**src/rtl/mtm_alu_pkg.sv**
```systemverilog
// Shared definitions for the MTM ALU frame decoder slice.
// Holds the opcode and packet-type encodings, the bit positions inside
// err_flags, the CRC4 generator polynomial and the FSM state type.
package mtm_alu_pkg;

  // ALU opcodes accepted by the core; every other 3-bit value is rejected.
  localparam logic [2:0] OP_AND = 3'b000;
  localparam logic [2:0] OP_OR  = 3'b001;
  localparam logic [2:0] OP_ADD = 3'b100;
  localparam logic [2:0] OP_SUB = 3'b101;

  // Packet type carried in bit 9 of every deserializer packet.
  localparam logic PKT_DATA = 1'b0;
  localparam logic PKT_CMD  = 1'b1;

  // err_flags is {ERR_DATA, ERR_CRC, ERR_OP}.
  localparam int ERR_DATA_BIT = 2;
  localparam int ERR_CRC_BIT  = 1;
  localparam int ERR_OP_BIT   = 0;

  // x^4 + x + 1 with the implicit x^4 term dropped.
  localparam logic [3:0] CRC4_POLY = 4'h3;

  typedef enum logic {
    ST_COLLECT,
    ST_REPORT
  } state_e;

  // True for the four opcodes the ALU core implements.
  function automatic logic isValidOp(input logic [2:0] op);
    return (op == OP_AND) || (op == OP_OR) || (op == OP_ADD) || (op == OP_SUB);
  endfunction

endpackage

```
**src/rtl/mtm_alu_crc4_step.sv**
```systemverilog
// Combinational CRC4 (x^4+x+1) update over N message bits, MSB first.
// Starting from 0 and feeding the whole message gives the zero-augmented
// remainder, so the byte-wise and nibble-wise steps chain naturally.
// Ports:
//   i_crc  [3:0]   running CRC before this chunk
//   i_data [N-1:0] message bits, bit N-1 is processed first
//   o_crc  [3:0]   running CRC after this chunk
module mtm_alu_crc4_step
  import mtm_alu_pkg::*;
#(
  parameter int N = 8
) (
  input  logic [3:0]   i_crc,
  input  logic [N-1:0] i_data,
  output logic [3:0]   o_crc
);

  // Bit-serial LFSR unrolled over the chunk: the feedback bit is the
  // outgoing MSB xor the incoming message bit.
  always_comb begin
    logic [3:0] vCrc;
    logic       vFb;
    vCrc = i_crc;
    vFb  = 1'b0;
    for (int i = N - 1; i >= 0; i--) begin
      vFb  = vCrc[3] ^ i_data[i];
      vCrc = {vCrc[2:0], 1'b0} ^ (vFb ? CRC4_POLY : 4'h0);
    end
    o_crc = vCrc;
  end

endmodule

```
**src/rtl/mtm_alu_frame_decoder.sv**
```systemverilog
// Assembles one ALU request frame from deserializer packets: 4 B bytes,
// 4 A bytes (MSB byte first), then one CMD byte {0, OP[2:0], CRC[3:0]}.
// On the CMD the frame is checked (packet count, CRC, opcode) and either
// the operands or a single error flag are reported for exactly one cycle.
// Ports:
//   i_clk          system clock, rising edge
//   i_rst_n        asynchronous active-low reset
//   i_packet [9:0] [9] type (0 DATA, 1 CMD), [8:1] payload, [0] ignored
//   i_data_valid   packet qualifier, one cycle per packet
//   o_a_out  [31:0] operand A, held until the next good frame
//   o_b_out  [31:0] operand B, held until the next good frame
//   o_op_out [2:0]  opcode, held until the next good frame
//   o_frame_valid   one-cycle pulse, operands valid
//   o_err_flags [2:0] {ERR_DATA, ERR_CRC, ERR_OP}, one-hot with o_err_valid
//   o_err_valid     one-cycle pulse, frame rejected
module mtm_alu_frame_decoder
  import mtm_alu_pkg::*;
#(
  parameter int         DATA_PKTS = 8,
  parameter logic [3:0] CRC_INIT  = 4'h0
) (
  input  logic        i_clk,
  input  logic        i_rst_n,
  input  logic [9:0]  i_packet,
  input  logic        i_data_valid,
  output logic [31:0] o_a_out,
  output logic [31:0] o_b_out,
  output logic [2:0]  o_op_out,
  output logic        o_frame_valid,
  output logic [2:0]  o_err_flags,
  output logic        o_err_valid
);

  localparam int             CNT_W    = $clog2(DATA_PKTS + 2);
  localparam logic [CNT_W-1:0] CNT_DONE = CNT_W'(DATA_PKTS);
  localparam logic [CNT_W-1:0] CNT_MAX  = CNT_W'(DATA_PKTS + 1);

  state_e             r_state;
  logic [CNT_W-1:0]   r_pktCnt;
  logic [3:0]         r_crc;
  logic               r_ovf;
  logic [63:0]        r_shift;

  state_e             w_stateNext;
  logic [CNT_W-1:0]   w_baseCnt;
  logic [CNT_W-1:0]   w_pktCntNext;
  logic [3:0]         w_baseCrc;
  logic [3:0]         w_crcNext;
  logic               w_baseOvf;
  logic               w_ovfNext;
  logic [63:0]        w_shiftNext;
  logic [31:0]        w_aNext;
  logic [31:0]        w_bNext;
  logic [2:0]         w_opNext;
  logic               w_frameValidNext;
  logic               w_errValidNext;
  logic [2:0]         w_errFlagsNext;
  logic               w_errData;
  logic               w_errCrc;
  logic               w_errOp;

  logic               w_pktType;
  logic [7:0]         w_payload;
  logic [2:0]         w_cmdOp;
  logic [3:0]         w_cmdCrc;
  logic [3:0]         w_crcByte;
  logic [3:0]         w_crcCmd;
  logic [1:0]         w_unusedBits;

  assign w_pktType    = i_packet[9];
  assign w_payload    = i_packet[8:1];
  assign w_cmdOp      = w_payload[6:4];
  assign w_cmdCrc     = w_payload[3:0];
  assign w_unusedBits = {i_packet[0], w_payload[7]};

  // Per-frame state seen by the incoming packet. In REPORT the previous
  // frame is already finished, so a packet arriving there starts from a
  // cleared frame; this lets the clear and the first load share one edge.
  always_comb begin
    w_baseCnt = r_pktCnt;
    w_baseCrc = r_crc;
    w_baseOvf = r_ovf;
    if (r_state == ST_REPORT) begin
      w_baseCnt = '0;
      w_baseCrc = CRC_INIT;
      w_baseOvf = 1'b0;
    end
  end

  // Running CRC with the current DATA byte folded in.
  mtm_alu_crc4_step #(.N(8)) u_crcByte (
    .i_crc  (w_baseCrc),
    .i_data (w_payload),
    .o_crc  (w_crcByte)
  );

  // Final CRC for a CMD: the frame trailer nibble {1, OP} folded in.
  mtm_alu_crc4_step #(.N(4)) u_crcCmd (
    .i_crc  (w_baseCrc),
    .i_data ({1'b1, w_cmdOp}),
    .o_crc  (w_crcCmd)
  );

  // Frame checks for a CMD packet, evaluated against the state the CMD
  // sees. The overflow flag keeps a frame doomed even if the saturated
  // count were ever to look like a full frame.
  always_comb begin
    w_errData = (w_baseCnt != CNT_DONE) || w_baseOvf;
    w_errCrc  = (w_crcCmd != w_cmdCrc);
    w_errOp   = !isValidOp(w_cmdOp);
  end

  // Next-state and next-output logic. Pulses default low so they last a
  // single cycle; operands default to holding their last good value.
  always_comb begin
    w_stateNext      = ST_COLLECT;
    w_pktCntNext     = w_baseCnt;
    w_crcNext        = w_baseCrc;
    w_ovfNext        = w_baseOvf;
    w_shiftNext      = r_shift;
    w_aNext          = o_a_out;
    w_bNext          = o_b_out;
    w_opNext         = o_op_out;
    w_frameValidNext = 1'b0;
    w_errValidNext   = 1'b0;
    w_errFlagsNext   = 3'b000;

    if (i_data_valid) begin
      if (w_pktType == PKT_DATA) begin
        w_shiftNext  = {r_shift[55:0], w_payload};
        w_crcNext    = w_crcByte;
        w_pktCntNext = (w_baseCnt == CNT_MAX) ? CNT_MAX : w_baseCnt + CNT_W'(1);
        w_ovfNext    = w_baseOvf || (w_pktCntNext == CNT_MAX);
      end else begin
        w_stateNext = ST_REPORT;
        if (w_errData) begin
          w_errValidNext               = 1'b1;
          w_errFlagsNext[ERR_DATA_BIT] = 1'b1;
        end else if (w_errCrc) begin
          w_errValidNext              = 1'b1;
          w_errFlagsNext[ERR_CRC_BIT] = 1'b1;
        end else if (w_errOp) begin
          w_errValidNext             = 1'b1;
          w_errFlagsNext[ERR_OP_BIT] = 1'b1;
        end else begin
          w_frameValidNext = 1'b1;
          w_bNext          = r_shift[63:32];
          w_aNext          = r_shift[31:0];
          w_opNext         = w_cmdOp;
        end
      end
    end
  end

  // State register. Without a packet COLLECT holds and REPORT returns to
  // COLLECT after its single cycle.
  always_ff @(posedge i_clk or negedge i_rst_n) begin
    if (!i_rst_n) begin
      r_state <= ST_COLLECT;
    end else if (i_data_valid) begin
      r_state <= w_stateNext;
    end else begin
      r_state <= ST_COLLECT;
    end
  end

  // Frame datapath and registered outputs. Reset discards any partial
  // frame and suppresses every pulse.
  always_ff @(posedge i_clk or negedge i_rst_n) begin
    if (!i_rst_n) begin
      r_pktCnt      <= '0;
      r_crc         <= CRC_INIT;
      r_ovf         <= 1'b0;
      r_shift       <= '0;
      o_a_out       <= '0;
      o_b_out       <= '0;
      o_op_out      <= '0;
      o_frame_valid <= 1'b0;
      o_err_valid   <= 1'b0;
      o_err_flags   <= '0;
    end else begin
      r_pktCnt      <= w_pktCntNext;
      r_crc         <= w_crcNext;
      r_ovf         <= w_ovfNext;
      r_shift       <= w_shiftNext;
      o_a_out       <= w_aNext;
      o_b_out       <= w_bNext;
      o_op_out      <= w_opNext;
      o_frame_valid <= w_frameValidNext;
      o_err_valid   <= w_errValidNext;
      o_err_flags   <= w_errFlagsNext;
    end
  end

endmodule

```
**config.mk**
```make
export PLATFORM = sky130hd
export DESIGN_NAME = mtm_alu_frame_decoder
export DESIGN_NICKNAME = d
export VERILOG_FILES = /design/src/rtl/mtm_alu_pkg.sv /design/src/rtl/mtm_alu_crc4_step.sv /design/src/rtl/mtm_alu_frame_decoder.sv
export SDC_FILE = /design/constraint.sdc
export NUM_CORES = 1
export LEC_CHECK = 0
export ABC_CLOCK_PERIOD_IN_PS = 2900
export CORE_MARGIN = 1
export CORE_UTILIZATION = 45
export CTS_BUF_LIST = sky130_fd_sc_hd__clkbuf_8
export CTS_CLUSTER_SIZE = 16
export DETAILED_ROUTE_END_ITERATION = 6
export MAX_ROUTING_LAYER = met4
export PLACE_DENSITY = 0.79
export SLEW_MARGIN = 20
export SYNTH_ARGS = -nofsm -noshare
export SYNTH_HDL_FRONTEND = slang
export SYNTH_SLANG_ARGS = --single-unit
```
**constraint.sdc**
```tcl
create_clock -name i_clk -period 2.9 [get_ports i_clk]
set_input_delay 0.29 -clock i_clk [delete_from_list [all_inputs] [get_ports i_clk]]
set_output_delay 0.29 -clock i_clk [all_outputs]
set_load 0.005 [all_outputs]
```
==> Yosys cells after proc, flatten, opt, wreduce, memory -nomap -nowiden <==
Cells that the tools add are included.
{ "totals": {"latch_bits": 0, "ramBits": 0, "inputBits": 13, "rom_bits": 0, "out_inout_bits": 72, "register_bits": 146, "mem_count": 0} }
{ "classes": {"n_bitwise": 26, "n_mux": 40, "add_sub_neg": 1, "n_lt_le_gt_ge": 0, "div": 0, "multipliers": 0, "reduce_logical": 8, "n_shift": 0, "eq_ne": 7} }
{ "ops": {"columns": ["cell", "n"], "rows": [
  ["4-bit XOR", 12],
  ["4-bit two-way mux", 7],
  ["2-bit two-way mux", 13],
  ["1-bit two-way mux", 18],
  ["1-bit XOR", 11],
  ["4-bit equality test (second input constant)", 2],
  ["3-bit equality test (second input constant)", 2],
  ["3-bit two-way mux", 2],
  ["1-bit logical OR", 5],
  ["5-bit AND reduction", 1],
  ["4-bit by 1-bit adder with 4-bit output (second input constant)", 1],
  ["4-bit != test", 1],
  ["4-bit != test (second input constant)", 1],
  ["3-bit by 1-bit equality test with 1-bit output (second input constant)", 1],
  ["3-bit logical NOT", 1],
  ["1-bit NOT", 3],
  ["2-bit AND reduction", 1]
]} }

==> Longest topological paths before layout <==
Gate-level depths: netlist of run 1.
{ "depth": {"ltp_word": 27, "depth_mapped": 10, "depth_no_buf": 8} }

==> Cells and area by module <==
Synthesis of run 1 repeated with hierarchy kept, for this count alone.
{ "hier_totals": {"cells_unflattened": 505, "area_unflattened_um2": 5815.6} }
{ "modules_own_cells": {"columns": ["mod", "instances", "area_per_inst_um2", "cells_each"], "rows": [
  ["mtm_alu_frame_decoder", 1, 5561.6, 482],
  ["mtm_alu_crc4_step (u_crcByte)", 1, 161.4, 15],
  ["mtm_alu_crc4_step (u_crcCmd)", 1, 92.6, 8]
]} }

==> Worst setup path before layout of run 1 <==
Ideal clock, no wire load.
{ "synth_path": {"path_kind": "flip-flop to flip-flop", "from": "register r_state", "to": "register o_a_out[10]", "t_arrival_ns": 2.101, "slack_ns": 0.674, "stages_incl_launch_ff": 11, "n_path_buf": 3, "required_ns": 2.775, "period_less_slack_ns": 2.226, "path_cell_list": "dfrtp_1 -> clkbuf_1 -> inv_1 -> nand2_1 -> ha_1 -> nand3_1 -> nor3_1 -> o2111ai_2 -> buf_4 -> buf_6 -> mux2_4"} }
{ "synth_between": {"elab_chain_len": 11} }
{ "synth_lines": {"columns": ["item", "line", "rtl"], "rows": [
  ["from (decl)", "mtm_alu_frame_decoder.sv:38", "state_e r_state;"],
  ["from (signal assigned)", "mtm_alu_frame_decoder.sv:161", "r_state <= w_stateNext;"],
  ["4-bit two-way mux", "mtm_alu_frame_decoder.sv:83", "if (r_state == ST_REPORT) begin"],
  ["2-bit two-way mux", "mtm_alu_crc4_step.sv:27", "vCrc = {vCrc[2:0], 1'b0} ^ (vFb ? CRC4_POLY : 4'h0);"],
  ["4-bit XOR (3 in series)", "mtm_alu_crc4_step.sv:27", null],
  ["1-bit XOR", "mtm_alu_crc4_step.sv:26", "vFb = vCrc[3] ^ i_data[i];"],
  ["2-bit two-way mux", "mtm_alu_crc4_step.sv:27", null],
  ["4-bit XOR", "mtm_alu_crc4_step.sv:27", null],
  ["4-bit != test", "mtm_alu_frame_decoder.sv:109", "w_errCrc = (w_crcCmd != w_cmdCrc);"],
  ["1-bit NOT (no source line)", null, null],
  ["5-bit AND reduction (no source line) (*)", null, null],
  ["to (signal assigned)", "mtm_alu_frame_decoder.sv:186", "o_a_out <= w_aNext;"],
  ["to (decl)", "mtm_alu_frame_decoder.sv:26", "output logic [31:0] o_a_out,"]
]} }
Every way passes the cells marked *; elsewhere a longest branch is shown, timed or not.
A chain may end at the register's enable or synchronous reset.

==> Worst setup path after layout of run 1 <==
{ "layout_path": {"from": "register r_state", "to": "register o_a_out[19]"} }
The elaborated chain is that of the path after synthesis.

==> results by stage, run 1 <==
Die:
- The floorplan die width is 116.7 µm.
- The floorplan step defined a core boundary enclosing 12720 µm².
- The starting density of the core is 46.54%.
- Row generation in the floorplan step produced 41 rows.
- In this run the count of I/O pins placed on the die edge is 85.
- The area enclosed by the die boundary is 13620 µm².
- From bottom edge to top edge, the die measures 116.7 µm.

Clock network:
- The library cell used as clock root buffer is clkbuf_8.
- The number of buffers inserted for hold repair after clock tree synthesis is 1.
- The clock edge transition at the registers on the reported setup and hold paths is 0.08 ns.
- Post-CTS repair changed the size of 0 cells.
- The H-tree generated during clock tree synthesis spans 4 levels.
- TritonCTS built the clock tree.
- The clock buffer count from CTS is 17.
- The maximum count of clock buffers along a single path is 2.
- Clock latency on the worst-skew pair, taken at its later pin, is 0.45 ns.
- CTS saw 146 sinks.
- Once the clock tree was built, the setup fixing pass inserted 0 buffers.

Global route:
- The overflow left after global routing is 0.
- The first global-routing pass estimated 19310 µm of wire.
- The largest net degree at the start of global routing is 85.
- The total routing usage reported by global routing is 19.52%.
- The number of global-route vias before repair is 3886.
- The number of antenna violations at the first check in global routing was 0.

Power and ir drop:
- The power density normalized to cell area is 636.8 nW/µm².
- For this design the static power due to leakage is 0.003813 µW.
- IR analysis of the VDD net gives a maximum drop of 0.3817 mV.
- The design draws 4704 µW.

STA:
- The relative max-transition margin is 48.78%.
- Setup violations remaining at the end of the flow were counted as 0.
- Setup repair after global routing left no endpoint under its margin.
- The final sum of negative setup slack is 0 ns.
- The worst clock skew on the final layout is 0.01273 ns.
- The minimum clock period is 2.532 ns.
- The count of pins over their slew limit is 0.
- At the pin with the least slew margin, the transition time is 0.7684 ns.
- In the finished design, the share of the clock period the worst path needs comes to 87.32%.
- The final count of hold timing violations is 0.
- The highest attainable clock frequency is 0.3949 GHz.

Worst setup path:
- The data arrival at the endpoint of the critical path is 2.87 ns.
- In this run the worst setup path begins at r_state.
- The family of cells with the greatest summed delay on the critical path is simple AND/OR/NAND/NOR gates.
- The critical path goes through inv_1 > nand2_1 > ha_1 > nand3_1 > nor3_1 > o2111ai_4 > buf_12 > mux2_4.
- The number of cells on the worst reg-to-reg path is 8.
- The worst setup slack for register-to-register paths is 0.37 ns.
- STA classifies the critical path endpoint as a flip-flop.
- The worst setup path is launched from a flip-flop.
- The largest stage delay on the critical path is 0.57 ns.
- Counting both buffers and inverters, the worst setup path holds a total of 2.
- The peak fanout along the critical path is 32.
- The cell at the slowest stage of the critical path is dfrtp_1.
- Data on the critical path is required at its endpoint by 3.24 ns.
- The worst register-to-register path begins at r_state.
- The category of the most critical setup path is flip-flop to flip-flop.
- The endpoint of the most critical register-to-register path is o_a_out[19].

Finish:
- The filler cell count in the final layout is 1105.
- The growth of design area from synthesis to finish is 24.77%.
- The fraction of layout cells with a size suffix above 1 is 18.45%.
- The antenna cell count is 0.
- The count of nets after finishing is 610.

Route:
- The final wirelength is 11690 µm.
- For this run, design rule violations remaining after detail routing come to 0.
- The number of vias per cell after detailed routing is 4.983.
- The routed length per placed instance is 15.00 µm.
- In this run the remaining antenna-violating nets after routing total 0.
- The routed layout has 3882 vias.
- The first-iteration detailed-routing DRC count is 255.
- The pre-antenna-repair detailed-routing pass consisted of 5 iterations.

Logic synthesis:
- The cell area after synthesis is 5921 µm².
- Counting flops and latches in the post-synthesis netlist gives 146.
- The post-synthesis net count is 524.
- The sequential cell area fraction in the yosys report is 61.71%.
- Synthesis produced 508 cells.
- Counting flops with an async set or reset pin after synthesis yields a share of 100.0%.
- For this run, the number of Yosys warnings is 0.
- After synthesis, the netlist uses 38 different library cells.
- The flip-flop cell with the highest count after synthesis is dfrtp_1.
- Counting flops with a built-in enable in the synthesized netlist gives 0.
- A synthesized cell averages 11.65 µm².

Min path:
- The sink of the worst hold path is r_shift[2].
- The worst hold path begins at i_packet[3].
- The tightest min-delay check is of the primary input to flip-flop type.
- The number of stages on the worst hold path is 3.

Place:
- Port buffering added 83 buffers.
- At the end of routability-driven placement, the weighted congestion stood at 0.7848.
- Summed over all nets, the half-perimeter wirelength after detailed placement is 7698 µm.

Outcome:
- The flow ran to the end, and the final reports show no timing, DRC or antenna violations.

Run:
- The max-capacitance violation count is 0.
[layout by cell type, fill, tap and decap left out, types with 4 or more instances in the layout]
master	instances
nand2_1	198
dfrtp_1	146
clkdlybuf4s50_1	82
mux2_2	37
mux2_4	29
clkbuf_8	17
nor2_1	9
xnor2_1	8
o21ai_0	6
xor2_1	5
clkinvlp_4	5
buf_4	5
inv_1	4
a21oi_1	4
nand3_1	4
inv_6	4
[registers in the layout, summed over array words and instances (netlist names)]
register and cells:
r_state 1, o_err_valid 1, r_pktCnt 4, r_ovf 1
o_b_out 32, r_shift 64, o_frame_valid 1, o_err_flags 3
o_op_out 3, r_crc 4, o_a_out 32
[cell families after synthesis]
kind of cell | count (synthesis) | synth area share [%]
simple gates | 229 | 15.41
flops | 146 | 61.71
mux | 66 | 14.39
buf+inv | 29 | 2.367
compound gates | 18 | 2.135
xor+xnor | 17 | 3.360
fa+ha+maj | 3 | 0.6340
[synthesized netlist by cell type (all sizes together), types with 2 or more instances]
library cell  instances  share of area, %
clkbuf               14              0.89
nor3                  3              0.25
xor2                  5              0.74
nor2                  9              0.57
and3                  3              0.32
buf                  11               1.2
ha                    3              0.63
dfrtp               146                62
nor2b                 4              0.42
nand3                 4              0.34
xnor2                 9               1.5
mux2                 66                14
nand2               198                13
xnor3                 2              0.76
o21ai                 6              0.51
a21oi                 4              0.34
inv                   4              0.25
and2                  2              0.21
[layer usage]
layer | global-route usage (%) | part of all wire (%) | up-vias
met2 | 29.82 | 50 | 96
li1 | - | - | 1813
met3 | 5.812 | 5.1 | 14
met4 | 6.582 | 1.0 | 0
met5 | - | 0 | -
met1 | 24.90 | 44 | 1959
[power breakdown]
part	switching, µW	total [µW]	internal [µW]
logic	350	638	288
registers	166	2400	2230
clock network	809	1670	857
[worst reg2reg max path: stages, from the launching register on]
cell	delay [ns]
dfrtp_1	0.57
inv_1	0.24
nand2_1	0.17
ha_1	0.18
nand3_1	0.14
nor3_1	0.31
o2111ai_4	0.21
buf_12	0.25
mux2_4	0.34
[worst max path at each step]
| stage | slack, ns | cells past startpoint | end |
|---|---|---|---|
| CTS | 0.41 | 8 | o_a_out[19] |
| global route | 0.20 | 8 | o_a_out[19] |
| finish | 0.37 | 8 | o_a_out[19] |
| floorplan | 0.67 | 10 | o_a_out[10] |
| global placement | 0.29 | 7 | o_a_out[30] |
| detailed placement | 0.20 | 7 | o_a_out[19] |
[metrics by stage]
step	instances	hold WS, ns	cell area, µm²	utilization [%]	worst slack (ns)
5_1_grt	779	0.4385	7387	58.06	0.1954
3_3_place_gp	746	0.3864	6962	54.72	0.2889
6_report	779	0.4260	7387	58.06	0.3676
3_5_place_dp	746	0.3939	6962	54.72	0.1970
2_1_floorplan	508	-0.005591	5921	-	0.6744
4_1_cts	779	0.4040	7387	58.06	0.4110
[cell type report]
cell class / count / area [µm²] / share of cell area, %
Inverter: 4 / 15.01 / 0.2033
Clock inverter: 15 / 181.4 / 2.456
Sequential cell: 146 / 3654 / 49.46
Tap cell: 172 / 215.2 / 2.913
Clock buffer: 17 / 234.0 / 3.167
Multi-Input combinational cell: 333 / 2148 / 29.08
Timing Repair Buffer: 92 / 939.7 / 12.72
Power figures use the tool's default switching activity.
==> run 2, diff against run 1 <==
GPL_ROUTABILITY_DRIVEN = 0   (was unset)
==> results of run 2 <==
Final layout, timing and power as in run 1 (identical DEF).
==> run 3, diff against run 2 <==
SETUP_SLACK_MARGIN = 0.4   (was unset)
==> run 3 against run 2 <==
Net effect:
- register-to-register slack improved by 0.25 ns
- critical path depth did not move
- fmax rose by 11%
- critical endpoint unchanged
- highest routed layer unchanged
==> results by stage, run 3 (synthesized netlist as in run 1, its figures left out) <==
Clock network:
- The deepest level of the CTS H-tree is 4 (unchanged).
- The CTS tree is built.
- The clock edge transition at the registers on the reported setup and hold paths was 0.08 ns (about the same).
- The clock net sink count was 146 (unchanged).
- The clock buffer count from CTS is 17 (unchanged).
- The library cell used as clock root buffer is clkbuf_8.
- The clock latency at the later pin of the worst-skew pair is 0.45 ns (about the same).
- The maximum count of clock buffers along a single path was 2 (unchanged).

Min path:
- The startpoint identified for the worst hold timing path is i_packet[3].
- The worst min-delay path class is primary input to flip-flop.
- The number of stages on the worst hold path is 3 (unchanged).
- The sink of the worst hold path is r_shift[2].

Die:
- The starting density of the core is 46.54% (unchanged).
- The placeable core region is 12720 µm² (unchanged).
- The area enclosed by the die boundary is 13620 µm² (unchanged).
- The number of rows in the core area is 41 (unchanged).
- The vertical extent of the die is 116.7 µm (unchanged).
- The I/O pin total came to 85 (unchanged).
- The floorplan die width was 116.7 µm (unchanged).

Finish:
- The post-route cell area was 7393 µm² (about the same).
- The count of nets after finishing was 610 (unchanged).
- The flip-flop count of the largest register after layout is 64 (unchanged).
- The count of placed standard cells in the final layout, fillers left out was 779 (unchanged).
- The share of the core filled with cells is 58.11% (about the same).
- The most common cell after layout, fill and taps aside is nand2_1.
- The growth of design area from synthesis to finish came to 24.87% (about the same).
- The register ranked first by flip-flop count is r_shift.
- The fraction of layout cells with a size suffix above 1 is 18.78% (+0.33 points).
- In the layout the commonest cells are nand2_1, dfrtp_1, clkdlybuf4s50_1.
- The largest registers in the layout are r_shift x64, o_a_out x32, o_b_out x32.
- The antenna cell count is 0 (unchanged).

Global route:
- The number of antenna violations at the first check in global routing is 0 (unchanged).
- met2 is the most crowded layer.
- The number of global-route vias before repair is 3886 (unchanged).
- The overflow left after global routing is 0 (unchanged).
- The global-route met3 utilization is 5.812% (unchanged).
- The total routing usage reported by global routing is 19.52% (unchanged).
- The first-pass GRT wire length is 19310 µm (unchanged).
- The met2 track demand over resource is 29.82% (unchanged).
- The largest net degree at the start of global routing is 85 (unchanged).
- The routing usage on met1 is 24.90% (unchanged).

STA:
- The highest attainable clock frequency came to 0.4381 GHz (+11%).
- The part of the cycle the worst path needs is 78.70% (-8.6 points).
- The final number of setup-violating endpoints is 0 (unchanged).
- Setup repair after global routing left no endpoint under its margin.
- The worst clock skew on the final layout was 0.01278 ns (+0.00005170 ns).
- The final count of hold timing violations is 0 (unchanged).
- The worst slack on hold paths is 0.4266 ns (+0.0006390 ns).
- The actual transition at the worst max-transition pin is 0.7537 ns (-0.01465 ns).
- The relative max-transition margin is 49.75% (+0.98 points).
- The minimum clock period was 2.282 ns (-0.2500 ns).
- The count of pins over their slew limit is 0 (unchanged).
- The final sum of negative setup slack is 0 ns (unchanged).

Run:
- The max-capacitance violation count is 0 (unchanged).

Route:
- The number of antenna-violating nets in the routed design is 0 (unchanged).
- The first-iteration detailed-routing DRC count is 251 (-1.6%).
- The post-detailed-route DRC marker count was 0 (unchanged).
- The final wirelength was 11650 µm (-0.29%).
- The vias after detailed routing came to 3882 (unchanged).
- The routed length per placed instance is 14.96 µm (-0.29%).
- The number of vias per cell after detailed routing is 4.983 (unchanged).
- The first-pass iteration count of the detailed router is 4 (-1).

Power and ir drop:
- The power density normalized to cell area is 636.2 nW/µm² (about the same).
- The worst vdd rail ir drop is 0.3820 mV (about the same).
- The internal power of the cells is 3379 µW (about the same).
- The portion of total power attributed to combinational logic came to 13.6% (about the same).
- The switching power as a share of total power came to 28.16% (about the same).
- The leakage component of the power was 0.003812 µW (about the same).
- The switching power total is 1325 µW (about the same).
- The part of the power in the clock network is 35.4% (about the same).
- The share of power burned in registers is 51.0% (about the same).

Worst setup path:
- The beginning of the worst register-to-register path is r_state.
- The peak fanout along the critical path came to 32 (unchanged).
- The data arrival at the endpoint of the critical path came to 2.62 ns (-0.25 ns).
- The critical path is of the flip-flop to flip-flop type.
- The number of cells on the worst reg-to-reg path was 8 (unchanged).
- The worst setup slack for register-to-register paths is 0.62 ns (+0.25 ns).
- The worst setup path is launched from a flip-flop.
- The critical path required time is 3.24 ns (about the same).
- In this run the critical register-to-register path is captured at o_a_out[19].
- The nature of the critical path endpoint is a flip-flop.

Place:
- The area of placed instances is 6962 µm² (unchanged).
- The total half-perimeter wirelength after legalization and detailed placement is 7698 µm (unchanged).
- The number of I/O port buffers is 83 (unchanged).
- The cell count after placement was 746 (unchanged).

Outcome:
- The flow ran to the end, and the final reports show no timing, DRC or antenna violations.
run 3: cell counts in the layout (fill, tap and decap cells not counted):
No cell type changed its count.
run 3: layout make-up:
type / count / area (µm²)
Clock buffer: 17 / 234.0
Clock inverter: 15 / 181.4
Fill cell: 1104 / 5329
Inverter: 4 / 15.01
Multi-Input combinational cell: 333 / 2153
Sequential cell: 146 / 3655
Tap cell: 172 / 215.2
Timing Repair Buffer: 92 / 939.7
run 3: through the flow:
stage | worst slack (ns) | total power, µW
after floorplan | 0.6744 | 2852
after global placement | 0.2889 | 3033
after detailed placement | 0.1970 | 3085
after CTS | 0.4110 | 4752
after global routing | 0.4483 | 4939
final | 0.6177 | 4704
run 3: timing repair:
item / 4_1_cts / 5_1_grt
resized for setup: 0 / 2
endpoints found under the hold margin: 82 / 0
hold buffers: 1 / 0
setup buffers: 0 / 0
setup endpoints to repair: 0 / 67
run 3: worst max-delay path by stage:
stage,slack [ns],end,depth (start not counted),from
final,0.62,o_a_out[19],8,r_state
after floorplan,0.67,o_a_out[10],10,r_state
after global placement,0.29,o_a_out[30],7,i_packet[6]
after global routing,0.45,o_a_out[19],8,r_state
after CTS,0.41,o_a_out[19],8,r_state
after detailed placement,0.20,o_a_out[19],7,i_packet[6]
run 3: worst max-delay path: stages, from the launching register on:
cell       delay [ns]
dfrtp_2          0.49
inv_1            0.19
nand2_1          0.16
ha_1             0.18
nand3_1          0.16
nor3_2           0.22
o2111ai_4        0.19
buf_12           0.25
mux2_4           0.32
run 3: power by group through the flow:
stage / sequential (µW) / combinational, µW / clock [µW]
2_1_floorplan: 2380 / 470 / 0
3_3_place_gp: 2430 / 603 / 0
3_5_place_dp: 2440 / 643 / 0
4_1_cts: 2400 / 649 / 1700
5_1_grt: 2430 / 727 / 1780
6_report: 2400 / 639 / 1660
run 3: layer usage:
metal	part of all wire, %	vias to the layer above
li1	-	1813
met1	44	1954
met2	50	101
met3	5.3	14
met4	1.0	0
met5	0	-
